File: config.mk
export PLATFORM = sky130hd
export DESIGN_NAME = pam4_tx_symbol_gen_flat
export DESIGN_NICKNAME = d
export VERILOG_FILES = /design/src/rtl/pam4_tx_symbol_gen_if.sv /design/src/rtl/pam4_tx_symbol_gen.sv /design/src/flat_wrapper.sv
export SDC_FILE = /design/constraint.sdc
export NUM_CORES = 1
export LEC_CHECK = 0
export BUFFER_PORTS_ARGS = -buffer_cell sky130_fd_sc_hd__buf_2
export CAP_MARGIN = 20
export CORE_UTILIZATION = 40
export CTS_CLUSTER_DIAMETER = 40
export DETAILED_ROUTE_END_ITERATION = 10
export PLACE_DENSITY = 0.59
export SYNTH_ARGS = -nofsm -noshare
export SYNTH_HDL_FRONTEND = slang
export SYNTH_SLANG_ARGS = --single-unit
File: constraint.sdc
create_clock -name clk -period 6.55 [get_ports clk]
set_input_delay 0.3275 -clock clk [delete_from_list [all_inputs] [get_ports clk]]
set_output_delay 0.3275 -clock clk [all_outputs]
set_load 0.005 [all_outputs]
File: src/rtl/pam4_tx_symbol_gen_if.sv
// Symbol-stream handshake between the PAM4 transmit source (master) and the channel model (slave).
interface pam4_tx_symbol_gen_if;
    logic signed [7:0] sym_out;
    logic              sym_valid;
    logic              sym_is_preamble;
    logic              sym_ready;

    modport master (output sym_out, output sym_valid, output sym_is_preamble, input sym_ready);
    modport slave  (input sym_out, input sym_valid, input sym_is_preamble, output sym_ready);
endinterface

File: src/rtl/pam4_tx_symbol_gen.sv
// PAM4 transmit symbol source: alternating +3/-3 preamble, then a PRBS31 payload (two bits per symbol).
// Define PAM4_GRAY_CODE_EN for Gray level mapping; the default build uses binary mapping.
module pam4_tx_symbol_gen #(
    parameter int unsigned PREAMBLE_LEN = 64,
    parameter int unsigned FRAME_LEN    = 1024,
    parameter logic [30:0] SEED         = 31'h7FFF_FFFF
) (
    input  logic                  clk,
    input  logic                  rstn,
    input  logic                  en,
    input  logic                  start,
    input  logic                  abort,
    pam4_tx_symbol_gen_if.master  sym,
    output logic                  frame_done,
    output logic                  busy,
    output logic [15:0]           frame_count
);
    typedef enum logic [1:0] {IDLE, PREAM, PAYLD} state_t;

    localparam logic [15:0] PRE_LAST = 16'(PREAMBLE_LEN - 1);
    localparam logic [15:0] PAY_LAST = 16'(FRAME_LEN - 1);

    state_t            state;
    logic [30:0]       lfsr;
    logic [15:0]       cnt;
    logic signed [7:0] out_sym;
    logic              out_valid;
    logic              out_pre;
    logic              xfer;
    logic [1:0]        pair;
    logic [30:0]       lfsr_next;

    function automatic logic signed [7:0] map_sym(input logic [1:0] b);
        // NOTE: the default arm covers every code, so no latch can be inferred from this decode.
        case (b)
`ifdef PAM4_GRAY_CODE_EN
            2'b00:   map_sym = -8'sd3;
            2'b01:   map_sym = -8'sd1;
            2'b11:   map_sym =  8'sd1;
            default: map_sym =  8'sd3;
`else
            2'b00:   map_sym = -8'sd3;
            2'b01:   map_sym = -8'sd1;
            2'b10:   map_sym =  8'sd1;
            default: map_sym =  8'sd3;
`endif
        endcase
    endfunction

    assign xfer      = en && out_valid && sym.sym_ready;
    // Two Fibonacci steps at once: b1 is the first new bit, b0 the second.
    assign pair      = {lfsr[30] ^ lfsr[27], lfsr[29] ^ lfsr[26]};
    assign lfsr_next = {lfsr[28:0], pair};

    assign sym.sym_out         = out_sym;
    assign sym.sym_valid       = out_valid;
    assign sym.sym_is_preamble = out_pre;
    assign busy                = (state != IDLE);

    // NOTE: non-blocking assignments so every register updates from pre-edge values.
    always_ff @(posedge clk or negedge rstn) begin
        if (!rstn) begin
            state       <= IDLE;
            lfsr        <= SEED;
            cnt         <= '0;
            out_sym     <= '0;
            out_valid   <= 1'b0;
            out_pre     <= 1'b0;
            frame_done  <= 1'b0;
            frame_count <= '0;
        end else if (en) begin
            frame_done <= 1'b0;
            case (state)
                IDLE: begin
                    if (start && !abort) begin
                        state     <= PREAM;
                        lfsr      <= SEED;
                        cnt       <= '0;
                        out_sym   <= 8'sd3;
                        out_valid <= 1'b1;
                        out_pre   <= 1'b1;
                    end
                end
                PREAM: begin
                    if (abort) begin
                        state     <= IDLE;
                        out_valid <= 1'b0;
                        out_pre   <= 1'b0;
                    end else if (xfer) begin
                        if (cnt == PRE_LAST) begin
                            state   <= PAYLD;
                            cnt     <= '0;
                            out_sym <= map_sym(pair);
                            out_pre <= 1'b0;
                            lfsr    <= lfsr_next;
                        end else begin
                            cnt     <= cnt + 16'd1;
                            out_sym <= cnt[0] ? 8'sd3 : -8'sd3;
                        end
                    end
                end
                PAYLD: begin
                    if (abort) begin
                        state     <= IDLE;
                        out_valid <= 1'b0;
                    end else if (xfer) begin
                        if (cnt == PAY_LAST) begin
                            state       <= IDLE;
                            out_valid   <= 1'b0;
                            frame_done  <= 1'b1;
                            frame_count <= frame_count + 16'd1;
                        end else begin
                            cnt     <= cnt + 16'd1;
                            out_sym <= map_sym(pair);
                            lfsr    <= lfsr_next;
                        end
                    end
                end
                default: begin
                    state     <= IDLE;
                    out_valid <= 1'b0;
                    out_pre   <= 1'b0;
                end
            endcase
        end
    end
endmodule
File: src/flat_wrapper.sv
// flat-port wrapper written by rule: the top's interface ports become plain ports
module pam4_tx_symbol_gen_flat 
#(
    parameter int unsigned PREAMBLE_LEN = 64,
    parameter int unsigned FRAME_LEN    = 1024,
    parameter logic [30:0] SEED         = 31'h7FFF_FFFF
)
  (clk, rstn, en, start, abort, frame_done, busy, frame_count, sym_sym_out, sym_sym_valid, sym_sym_is_preamble, sym_sym_ready);
  pam4_tx_symbol_gen_if sym_i ();
  input  logic clk;
  input  logic rstn;
  input  logic en;
  input  logic start;
  input  logic abort;
  output logic frame_done;
  output logic busy;
  output logic [15:0] frame_count;
  output wire logic [$bits(sym_i.sym_out)-1:0] sym_sym_out;
  output wire logic [$bits(sym_i.sym_valid)-1:0] sym_sym_valid;
  output wire logic [$bits(sym_i.sym_is_preamble)-1:0] sym_sym_is_preamble;
  input wire logic [$bits(sym_i.sym_ready)-1:0] sym_sym_ready;
  assign sym_sym_out = sym_i.sym_out;
  assign sym_sym_valid = sym_i.sym_valid;
  assign sym_sym_is_preamble = sym_i.sym_is_preamble;
  assign sym_i.sym_ready = sym_sym_ready;
  pam4_tx_symbol_gen #(.PREAMBLE_LEN(PREAMBLE_LEN), .FRAME_LEN(FRAME_LEN), .SEED(SEED)) u_core (.clk(clk), .rstn(rstn), .en(en), .start(start), .abort(abort), .sym(sym_i), .frame_done(frame_done), .busy(busy), .frame_count(frame_count));
endmodule
==> metrics <==
status=finished, final reports clean; Hold Crit Class=input port to asynchronous set/reset pin; cells after synthesis=364; post-synthesis mux area share=1.22%; Final #Nets=401; RSZ-0062 raised after global routing=false; ys async rst share=100%; share of cells above drive strength 1=25.4%; Pwr Total=0.00150 W; Slew Limit Fails=0; CTS tree=yes; number of synthesized register bits=71; critical path class=flip-flop to flip-flop; switching power=0.000522 W; Post-synth EDFFs=0; 1st-iter DRT viols=134; clk root buf=clkbuf_8; drt total wl=6.92 mm; Setup TNS=0 ns; sequential share of power=48.1%; most frequent cells in the layout=nand2_1 (48), o21ai_0 (40), dfrtp_1 (40); CTS Buf Count=9; CTS clk-pin slew, worst paths=0.07 ns; post-synthesis xor/xnor area fraction=4.14%; final period utilization=39.8%; Die ar.=0.00936 mm²; Synth cell types=52; DR vias=2602; placed insts=486; vias in the first global route=2516; Hold Buf Count CTS=0; clock power share=21.9%; max cap viols=0; I/O Pins=34; Final Hold Vio Count=0; GRT Resource Usage Total=16.2%; clk_lat worst skew=0.35 ns; Pleak=1.77 nW; Congestion Overflow GR=0; simple logic cell fraction of the synthesized area=23.2%; Core Area=0.00872 mm²; n_diodes=0; most common cell after layout, fill and taps aside=nand2_1; DP Area=0.00379 mm²; Final Skew=0.0125 ns; kind of end point of the critical path=flip-flop; antenna-violating nets left=0; syn_area_per_cell=9.87 µm²; number of vias per cell=5.18; Slew @ Worst Pin=0.984 ns; global-route wire length before repair=12.3 mm; Worst Setup SP=u_core.cnt[0]$_DFFE_PN0P_; cell-internal power=0.000982 W; syn_nets=376; Synth Area in Compound Gates=14.1%; post-CTS resize count=0; Switching Fraction=34.7%; R2R Path Start=u_core.cnt[0]$_DFFE_PN0P_; top_reg_cell synth=dfrtp_1; clock sinks=71; worst-path maximum fanout=27; Rows=34; Logic pwr share=30.0%; sequential area share after synthesis=50.5%; die height=96.8 µm; starting density of the core=41.2%; DP Wirelength=4.55 mm; Synth Cell Area=0.00359 mm²; Final min period=2.61 ns; fin cells=502; crit path launch type=flip-flop; worst path required time=6.78 ns; CP arrival=2.84 ns; adder-cell area share of the yosys netlist=2.09%; # Post-CTS Setup Buffers=0; GPL Wtd Cong=0.776; largest net degree at the start of global routing=72; CTS HTree Levels=3; Fmax=383 MHz; Final Cell Area=0.00397 mm²; antenna violations before repair=0; DR WL/cell=13.8 µm; Yosys warning count=0; Pwr per Cell Area=378 mW/mm²; PortBufs=33; DRC Markers=0; Syn-to-layout area delta=10.6%; Peak VDD IR=0.000195 V; Die W=96.8 µm; final setup fails=0; drt pass-1 iters=4; Max clock buf depth=2; Rel. slew slack=34.3%; largest family of logic cells by synthesized area=simple AND/OR/NAND/NOR gates
==> sequential cells by signal, summed over array words and instances (netlist names) <==
signal and flops:
u_core.frame_done 1, u_core.state 2, u_core.cnt 16, u_core.lfsr 31, u_core.sym.sym_out 3, u_core.sym.sym_is_preamble 1
u_core.frame_count 16, u_core.sym.sym_valid 1
==> through the flow <==
step | hold slack [ns] | util, % | setup WS (ns)
6_report | 0.155 | 45.6 | 3.94
5_1_grt | 0.240 | 45.6 | 3.58
4_1_cts | 0.209 | 45.6 | 3.90
3_5_place_dp | 0.463 | 43.4 | 3.92
3_3_place_gp | 0.456 | 43.4 | 4.00
2_1_floorplan | 0.0319 | - | 4.49
==> layout make-up <==
cell class                 count  area (µm²)
clock inverter                 3        17.5
inverter                      10        37.5
multi-input combinational    262        1620
clock buffer                  13         170
fill                         827        4750
tap                          108         135
timing repair buffer          35         180
sequential                    71        1820
==> worst paths after layout <==
path | to | cells past startpoint | slack (ns)
setup / recovery | u_core.cnt[4]$_DFFE_PN0P_ | 5 | 3.94
hold / removal | u_core.cnt[7]$_DFFE_PN0P_ | 2 | 0.15
setup reg to reg | u_core.cnt[4]$_DFFE_PN0P_ | 5 | 3.94
hold reg to reg | u_core.frame_count[15]$_DFFE_PN0P_ | 1 | 0.47
max in group asynchronous | u_core.frame_count[10]$_DFFE_PN0P_ | 2 | 5.77
min in group clk | u_core.frame_done$_DFFE_PN0P_ | 2 | 0.22
==> worst max-delay path, cell delays in order (launching register included) <==
cell and delay [ns]:
dfrtp_1 0.49, ha_1 0.44, nand4_4 0.21, o21ai_2 0.78, nor2_1 0.29, a22o_1 0.28
==> kinds of logic (layout without fill, tap and decap cells) <==
kind of cell	Yosys count	count (layout)
muxes	4	4
and+or+nand+nor	159	159
AOI/OAI and AO/OA	76	76
buffers and inverters	31	61
adders and majority gates	6	6
xor gates and xnor gates	17	17
DFF	71	71
==> Yosys cell counts, types with 2 or more instances <==
library cell  number  share of area [%]
nand2_1           48                5.0
dfrtp_1           40                 28
o21ai_0           40                5.6
nor2_1            39                4.1
dfstp_2           31                 23
nand3_1           20                2.8
xnor2_1           16                3.9
inv_1             10                1.0
nand4_1           10                1.7
a21o_1             8                1.7
buf_4              7                1.5
clkbuf_1           7               0.73
a22o_1             6                1.5
and3_1             6                1.0
ha_1               6                2.1
nand2b_1           6                1.0
buf_2              4               0.56
nor3_1             4               0.56
a211oi_1           3               0.63
a21oi_1            3               0.42
and4_1             3               0.73
buf_6              3               0.94
mux2_2             3               0.94
nor4_1             3               0.52
o21ba_2            3               0.84
o31ai_1            3               0.63
or3_1              3               0.52
and2_1             2               0.35
and4_4             2               0.63
nor4_4             2                1.2
or4_1              2               0.42
==> metal layers <==
| metal | vias up | part of all wire [%] | GRT usage (%) |
|---|---|---|---|
| li1 | 1317 | - | - |
| met1 | 1257 | 51 | 22.9 |
| met2 | 21 | 45 | 23.8 |
| met3 | 7 | 2.7 | 4.77 |
| met4 | 0 | 1.1 | 5.05 |
| met5 | - | 0 | 0 |
==> power by group through the flow <==
stage          logic [W]  clock network, W  registers [W]
3_3_place_gp    0.000449                 0       0.000724
5_1_grt         0.000525          0.000362       0.000741
2_1_floorplan   0.000361                 0       0.000710
3_5_place_dp    0.000459                 0       0.000731
6_report        0.000452          0.000329       0.000723
4_1_cts         0.000461          0.000341       0.000724
(Power assumes the default switching activity.)
